==> config.mk <==
export PLATFORM = sky130hd
export DESIGN_NAME = bit_serializer
export DESIGN_NICKNAME = d
export VERILOG_FILES = /design/src/rtl/bit_serializer.sv
export SDC_FILE = /design/constraint.sdc
export NUM_CORES = 1
export LEC_CHECK = 0
export ABC_AREA = 1
export BUFFER_PORTS_ARGS = -buffer_cell sky130_fd_sc_hd__buf_2
export CAP_MARGIN = 20
export CORE_AREA = 2 2 63 65
export CTS_CLUSTER_SIZE = 30
export DETAILED_ROUTE_END_ITERATION = 8
export DIE_AREA = 0 0 65 67
export SYNTH_ARGS = -nofsm -noshare
export SYNTH_HDL_FRONTEND = slang
export SYNTH_SLANG_ARGS = --single-unit
==> constraint.sdc <==
create_clock -name clk -period 4.5 [get_ports clk]
set_input_delay 0.45 -clock clk [delete_from_list [all_inputs] [get_ports clk]]
set_output_delay 0.45 -clock clk [all_outputs]
set_load 0.1 [all_outputs]
==> src/rtl/bit_serializer.sv <==
// Parallel-to-serial stimulus stage: words in over valid/ready, one bit out on x_out per bit_en strobe.
// Latency: the first bit is on x_out one edge after the accepting handshake; with GAP=0 words stream back-to-back with no bubble.
// Backpressure: a one-word hold buffer; in_ready drops while it is full; bit_en=0 freezes the stream indefinitely.
// Ports: clk/reset (sync, active-low); in_data/in_valid/in_ready word input;
//        bit_en shift strobe; x_out/x_valid registered serial output;
//        busy (active or word pending); word_done (pulse when a word's last bit is consumed).
module bit_serializer #(
    parameter int WIDTH     = 8,
    parameter int LSB_FIRST = 0,
    parameter int GAP       = 0
) (
    input  logic             clk,
    input  logic             reset,
    input  logic [WIDTH-1:0] in_data,
    input  logic             in_valid,
    output logic             in_ready,
    input  logic             bit_en,
    output logic             x_out,
    output logic             x_valid,
    output logic             busy,
    output logic             word_done
);

    localparam int CNT_W = $clog2(WIDTH);
    localparam int GAP_W = ($clog2(GAP + 1) > 1) ? $clog2(GAP + 1) : 1;
    localparam logic [CNT_W-1:0] LAST_BIT = CNT_W'(WIDTH - 1);
    localparam logic [GAP_W-1:0] LAST_GAP = GAP_W'((GAP > 0) ? GAP - 1 : 0);

    typedef enum logic [1:0] {
        S_IDLE  = 2'd0,
        S_SHIFT = 2'd1,
        S_GAP   = 2'd2
    } state_t;

    state_t           state, state_d;
    logic [WIDTH-1:0] shift_reg, shift_reg_d;
    logic [CNT_W-1:0] bit_cnt, bit_cnt_d;
    logic [GAP_W-1:0] gap_cnt, gap_cnt_d;
    logic [WIDTH-1:0] hold_data, hold_data_d;
    logic             hold_full, hold_full_d;
    logic             x_out_d, x_valid_d, word_done_d;

    logic             xfer;
    logic             word_end;
    logic             do_load;
    logic [WIDTH-1:0] load_word;
    logic [WIDTH-1:0] shifted;

    // The bit presented on x_out is always the "first" position of the shift register.
    function automatic logic first_bit(input logic [WIDTH-1:0] w);
        return (LSB_FIRST != 0) ? w[0] : w[WIDTH-1];
    endfunction

    assign in_ready = !hold_full;
    assign busy     = (state != S_IDLE) || hold_full;
    assign xfer     = in_valid && !hold_full;
    assign shifted  = (LSB_FIRST != 0) ? (shift_reg >> 1) : (shift_reg << 1);

    always_comb begin
        state_d     = state;
        shift_reg_d = shift_reg;
        bit_cnt_d   = bit_cnt;
        gap_cnt_d   = gap_cnt;
        hold_data_d = hold_data;
        hold_full_d = hold_full;
        x_out_d     = x_out;
        x_valid_d   = x_valid;
        word_done_d = 1'b0;
        word_end    = 1'b0;
        do_load     = 1'b0;
        load_word   = in_data;

        case (state)
            S_IDLE: begin
                if (xfer) begin
                    do_load = 1'b1;
                end
            end
            S_SHIFT: begin
                if (bit_en) begin
                    if (bit_cnt == LAST_BIT) begin
                        word_done_d = 1'b1;
                        if (GAP > 0) begin
                            state_d   = S_GAP;
                            gap_cnt_d = '0;
                            x_valid_d = 1'b0;
                            x_out_d   = 1'b0;
                        end else begin
                            word_end = 1'b1;
                        end
                    end else begin
                        shift_reg_d = shifted;
                        x_out_d     = first_bit(shifted);
                        bit_cnt_d   = bit_cnt + 1'b1;
                    end
                end
            end
            S_GAP: begin
                if (bit_en) begin
                    // The final idle tick goes straight to the load-or-idle decision.
                    if (gap_cnt == LAST_GAP) begin
                        word_end = 1'b1;
                    end else begin
                        gap_cnt_d = gap_cnt + 1'b1;
                    end
                end
            end
            default: begin
                state_d = S_IDLE;
            end
        endcase

        // End of a word (or its gap): the hold buffer has priority; an empty
        // buffer lets a same-edge handshake bypass straight into shift_reg.
        if (word_end) begin
            if (hold_full) begin
                do_load     = 1'b1;
                load_word   = hold_data;
                hold_full_d = 1'b0;
            end else if (xfer) begin
                do_load = 1'b1;
            end else begin
                state_d   = S_IDLE;
                x_valid_d = 1'b0;
                x_out_d   = 1'b0;
            end
        end else if (xfer && (state != S_IDLE)) begin
            hold_data_d = in_data;
            hold_full_d = 1'b1;
        end

        if (do_load) begin
            shift_reg_d = load_word;
            bit_cnt_d   = '0;
            x_out_d     = first_bit(load_word);
            x_valid_d   = 1'b1;
            state_d     = S_SHIFT;
        end
    end

    always_ff @(posedge clk) begin
        if (!reset) begin
            state     <= S_IDLE;
            shift_reg <= '0;
            bit_cnt   <= '0;
            gap_cnt   <= '0;
            hold_data <= '0;
            hold_full <= 1'b0;
            x_out     <= 1'b0;
            x_valid   <= 1'b0;
            word_done <= 1'b0;
        end else begin
            state     <= state_d;
            shift_reg <= shift_reg_d;
            bit_cnt   <= bit_cnt_d;
            gap_cnt   <= gap_cnt_d;
            hold_data <= hold_data_d;
            hold_full <= hold_full_d;
            x_out     <= x_out_d;
            x_valid   <= x_valid_d;
            word_done <= word_done_d;
        end
    end

endmodule

==> impl_metrics.xml <==
<?xml version="1.0" encoding="UTF-8"?>
<metrics>
  <group name="clock_tree">
    <metric name="post-cts-setup-buffers" unit="">0</metric>
    <metric name="cts.sink_count" unit="">24</metric>
    <metric name="clockRootBuffer" unit="">clkbuf_8</metric>
    <metric name="cts.hold.buffers_added" unit="">0</metric>
    <metric name="numCtsBuffers" unit="">3</metric>
    <metric name="tritoncts" unit="">done</metric>
    <metric name="clk_transition_reported_paths" unit="ns">0.08</metric>
    <metric name="clk_latency" unit="ns">0.27</metric>
    <metric name="cts_resized" unit="">0</metric>
    <metric name="cts_max_level" unit="">1</metric>
    <metric name="longest_clk_path_bufs" unit="">2</metric>
  </group>
  <group name="critical_path">
    <metric name="critPathLaunchType" unit="">flip-flop</metric>
    <metric name="setup_slack_on_the_worst_flop_to_flop_path" unit="ns">2.58</metric>
    <metric name="setup.worst_path.end_class" unit="">output pin</metric>
    <metric name="reg2regPathDepth" unit="">6</metric>
    <metric name="critical_path_required" unit="ns">4.05</metric>
    <metric name="critical_path_class" unit="">flip-flop to output pin</metric>
    <metric name="crit_path_dat" unit="ns">1.51</metric>
    <metric name="crit-reg2reg-launch" unit="">bit_cnt[0]</metric>
    <metric name="worstReg2RegEnd" unit="">bit_cnt[0]</metric>
    <metric name="crit_fanout" unit="">14</metric>
  </group>
  <group name="timing">
    <metric name="slew_viol_final" unit="">0</metric>
    <metric name="relSlewSlack" unit="%">56.7</metric>
    <metric name="setup_tns" unit="ns">0</metric>
    <metric name="finalClockSkew" unit="ns">0.00502</metric>
    <metric name="hold_violations" unit="">0</metric>
    <metric name="finalCritPeriodShare" unit="%">43.5</metric>
    <metric name="pin_slew_with_the_least_headroom_to_its_limit" unit="ns">0.648</metric>
    <metric name="layout_min_cycle_time" unit="ns">1.96</metric>
    <metric name="setup_viol" unit="">0</metric>
    <metric name="rsz_0062_raised_after_global_routing" unit="">false</metric>
    <metric name="maxClockFrequency" unit="MHz">511</metric>
  </group>
  <group name="route">
    <metric name="postRouteWirelength" unit="um">2930</metric>
    <metric name="avgViaCountPerCell" unit="">4.72</metric>
    <metric name="detail_route.iter0.violations" unit="">78</metric>
    <metric name="wl_per_cell" unit="um">11.0</metric>
    <metric name="antenna_violating_nets_left" unit="">0</metric>
    <metric name="vias" unit="">1255</metric>
    <metric name="drt_drc_violations_left" unit="">0</metric>
    <metric name="firstDrtPassIters" unit="">4</metric>
  </group>
  <group name="global_routing">
    <metric name="grt-ovfl-total" unit="">0</metric>
    <metric name="largest_net_degree_at_the_start_of_global_routing" unit="">20</metric>
    <metric name="grt_pass1_wl" unit="um">5330</metric>
    <metric name="grt_antenna_before_repair" unit="">0</metric>
    <metric name="global_route.usage.total" unit="%">16.0</metric>
    <metric name="first_global_vias" unit="">1189</metric>
  </group>
  <group name="layout">
    <metric name="area_of_the_multi_input_gates" unit="um^2">795</metric>
    <metric name="final-seq-area" unit="um^2">480</metric>
    <metric name="syn2layout_area_growth" unit="%">9.80</metric>
    <metric name="nNetsFinal" unit="">239</metric>
    <metric name="antenna_cells" unit="">0</metric>
    <metric name="layout-drive-gt1-share" unit="%">17.9</metric>
    <metric name="finish.utilization" unit="%">42.8</metric>
    <metric name="largest_register_ffs" unit="">8</metric>
    <metric name="design_area" unit="um^2">1540</metric>
    <metric name="final.fill_count" unit="">388</metric>
  </group>
  <group name="floorplan">
    <metric name="die_area" unit="um^2">4360</metric>
    <metric name="initial_core_util" unit="%">39.0</metric>
    <metric name="floorplan.die.width" unit="um">65</metric>
    <metric name="area_of_the_core" unit="um^2">3610</metric>
    <metric name="die_y" unit="um">67</metric>
    <metric name="rows" unit="">22</metric>
    <metric name="ios" unit="">17</metric>
  </group>
  <group name="synth">
    <metric name="async_flop_share" unit="%">0</metric>
    <metric name="syn_inst" unit="">205</metric>
    <metric name="synthesis.yosys.warnings" unit="">0</metric>
    <metric name="mappedNetlistArea" unit="um^2">1410</metric>
    <metric name="sequential_fraction_of_the_synthesis_area" unit="%">34.2</metric>
    <metric name="syn-num-nets" unit="">224</metric>
    <metric name="ys_ff_latch" unit="">24</metric>
    <metric name="yosys_most_used_dff" unit="">dfxtp_1</metric>
    <metric name="synth_enable_flop_cells" unit="">0</metric>
    <metric name="syn_avg_cell_area" unit="um^2">6.85</metric>
    <metric name="synth_cell_type_count" unit="">25</metric>
  </group>
  <group name="worst_hold_path">
    <metric name="min_to" unit="">hold_data[2]</metric>
    <metric name="holdCritStartpoint" unit="">hold_data[2]</metric>
    <metric name="holdCritPathClass" unit="">flip-flop to flip-flop</metric>
    <metric name="worstHoldPathCells" unit="">2</metric>
  </group>
  <group name="placed_design">
    <metric name="placed_cell_area" unit="um^2">1500</metric>
    <metric name="place.gp.congestion" unit="">0.801</metric>
    <metric name="placement.io_buffers" unit="">16</metric>
    <metric name="detailed_place_hpwl" unit="um">2250</metric>
  </group>
  <group name="pwr">
    <metric name="power" unit="mW">0.490</metric>
    <metric name="irDropWorstVdd" unit="V">0.000167</metric>
    <metric name="lkg_pwr" unit="nW">0.732</metric>
    <metric name="power.density" unit="nW/um^2">318</metric>
  </group>
  <group name="status">
    <metric name="run_status" unit="">finished clean</metric>
  </group>
  <group name="flow_run">
    <metric name="timing.max_cap.violations" unit="">0</metric>
  </group>
</metrics>
-- cell usage after synthesis (2+ instances only) --
cell type	number	area (um^2)
o21ai_1	5	25.0
inv_1	17	63.8
ha_1	7	87.6
nand2_1	72	270
o21ai_0	3	15.0
a21oi_1	14	70.1
nand2_4	5	56.3
buf_2	2	10.0
nand4_1	2	12.5
o211ai_1	6	45.0
nand2_2	3	18.8
dfxtp_1	24	480
buf_6	2	22.5
nand3_1	20	100
nor2_2	3	18.8
nor2_1	7	26.3
inv_2	5	18.8
-- report_power, final --
| part | switching [mW] | internal [mW] |
|---|---|---|
| sequential | 0.00809 | 0.228 |
| clock | 0.0670 | 0.0599 |
| combinational | 0.0904 | 0.0371 |
| total | 0.166 | 0.325 |
-- worst max-delay path by stage --
stage,from,endpoint,depth (start not counted)
finish,hold_full,busy,3
global route,bit_cnt[0],shift_reg[2],8
CTS,hold_full,busy,3
detailed placement,bit_cnt[0],shift_reg[5],8
global placement,bit_cnt[0],shift_reg[5],8
floorplan,state[0],shift_reg[4],10
-- final cells by class --
cell class	instances	share of cell area, %
multi-input combinational	152	51.5
sequential	24	31.1
inverter	23	5.60
timing repair buffer	16	5.19
tap	48	3.89
clock buffer	3	2.68
-- per-stage QoR --
stage	hold slack (ns)	worst slack [ns]	cells
after floorplan	0.425	2.83	205
after global placement	0.443	2.60	263
after detailed placement	0.446	2.60	263
after CTS	0.459	2.54	266
after global routing	0.486	2.28	266
final	0.456	2.54	266
-- critical path, cell delays in order, from the launching register on --
cell,delay (ns)
dfxtp_1,0.49
inv_2,0.19
nand2_2,0.13
buf_2,0.43
-- per-layer routing --
| layer | routed length (um) | share of wire [%] | GRT usage (%) | vias to the layer above |
|---|---|---|---|---|
| met4 | 44 | 1.5 | 5.59 | 0 |
| met2 | 1300 | 44 | 25.5 | 13 |
| met5 | 0 | 0 | 0 | - |
| met1 | 1500 | 51 | 20.8 | 556 |
| met3 | 82 | 2.8 | 4.22 | 4 |
| li1 | - | - | - | 682 |
-- logic make-up after synthesis --
logic type      Yosys count  share of synthesized area, %
flops                    24                          34.2
fa+ha+maj                 7                          6.23
buf+inv                  29                          9.26
compound gates           28                          11.0
simple gates            117                          39.3
-- placed cells by master (no fill, tap or decap), drive strengths merged --
cell type  count
nand2         80
dfxtp         24
nand3         22
inv           22
buf           16
a21oi         14
nor2          10
o21ai          8
ha             7
o211ai         6
clkbuf         3
nand4          2
nor3           2
or2            1
clkinv         1
Note: power is estimated with default switching activity, not from simulation.
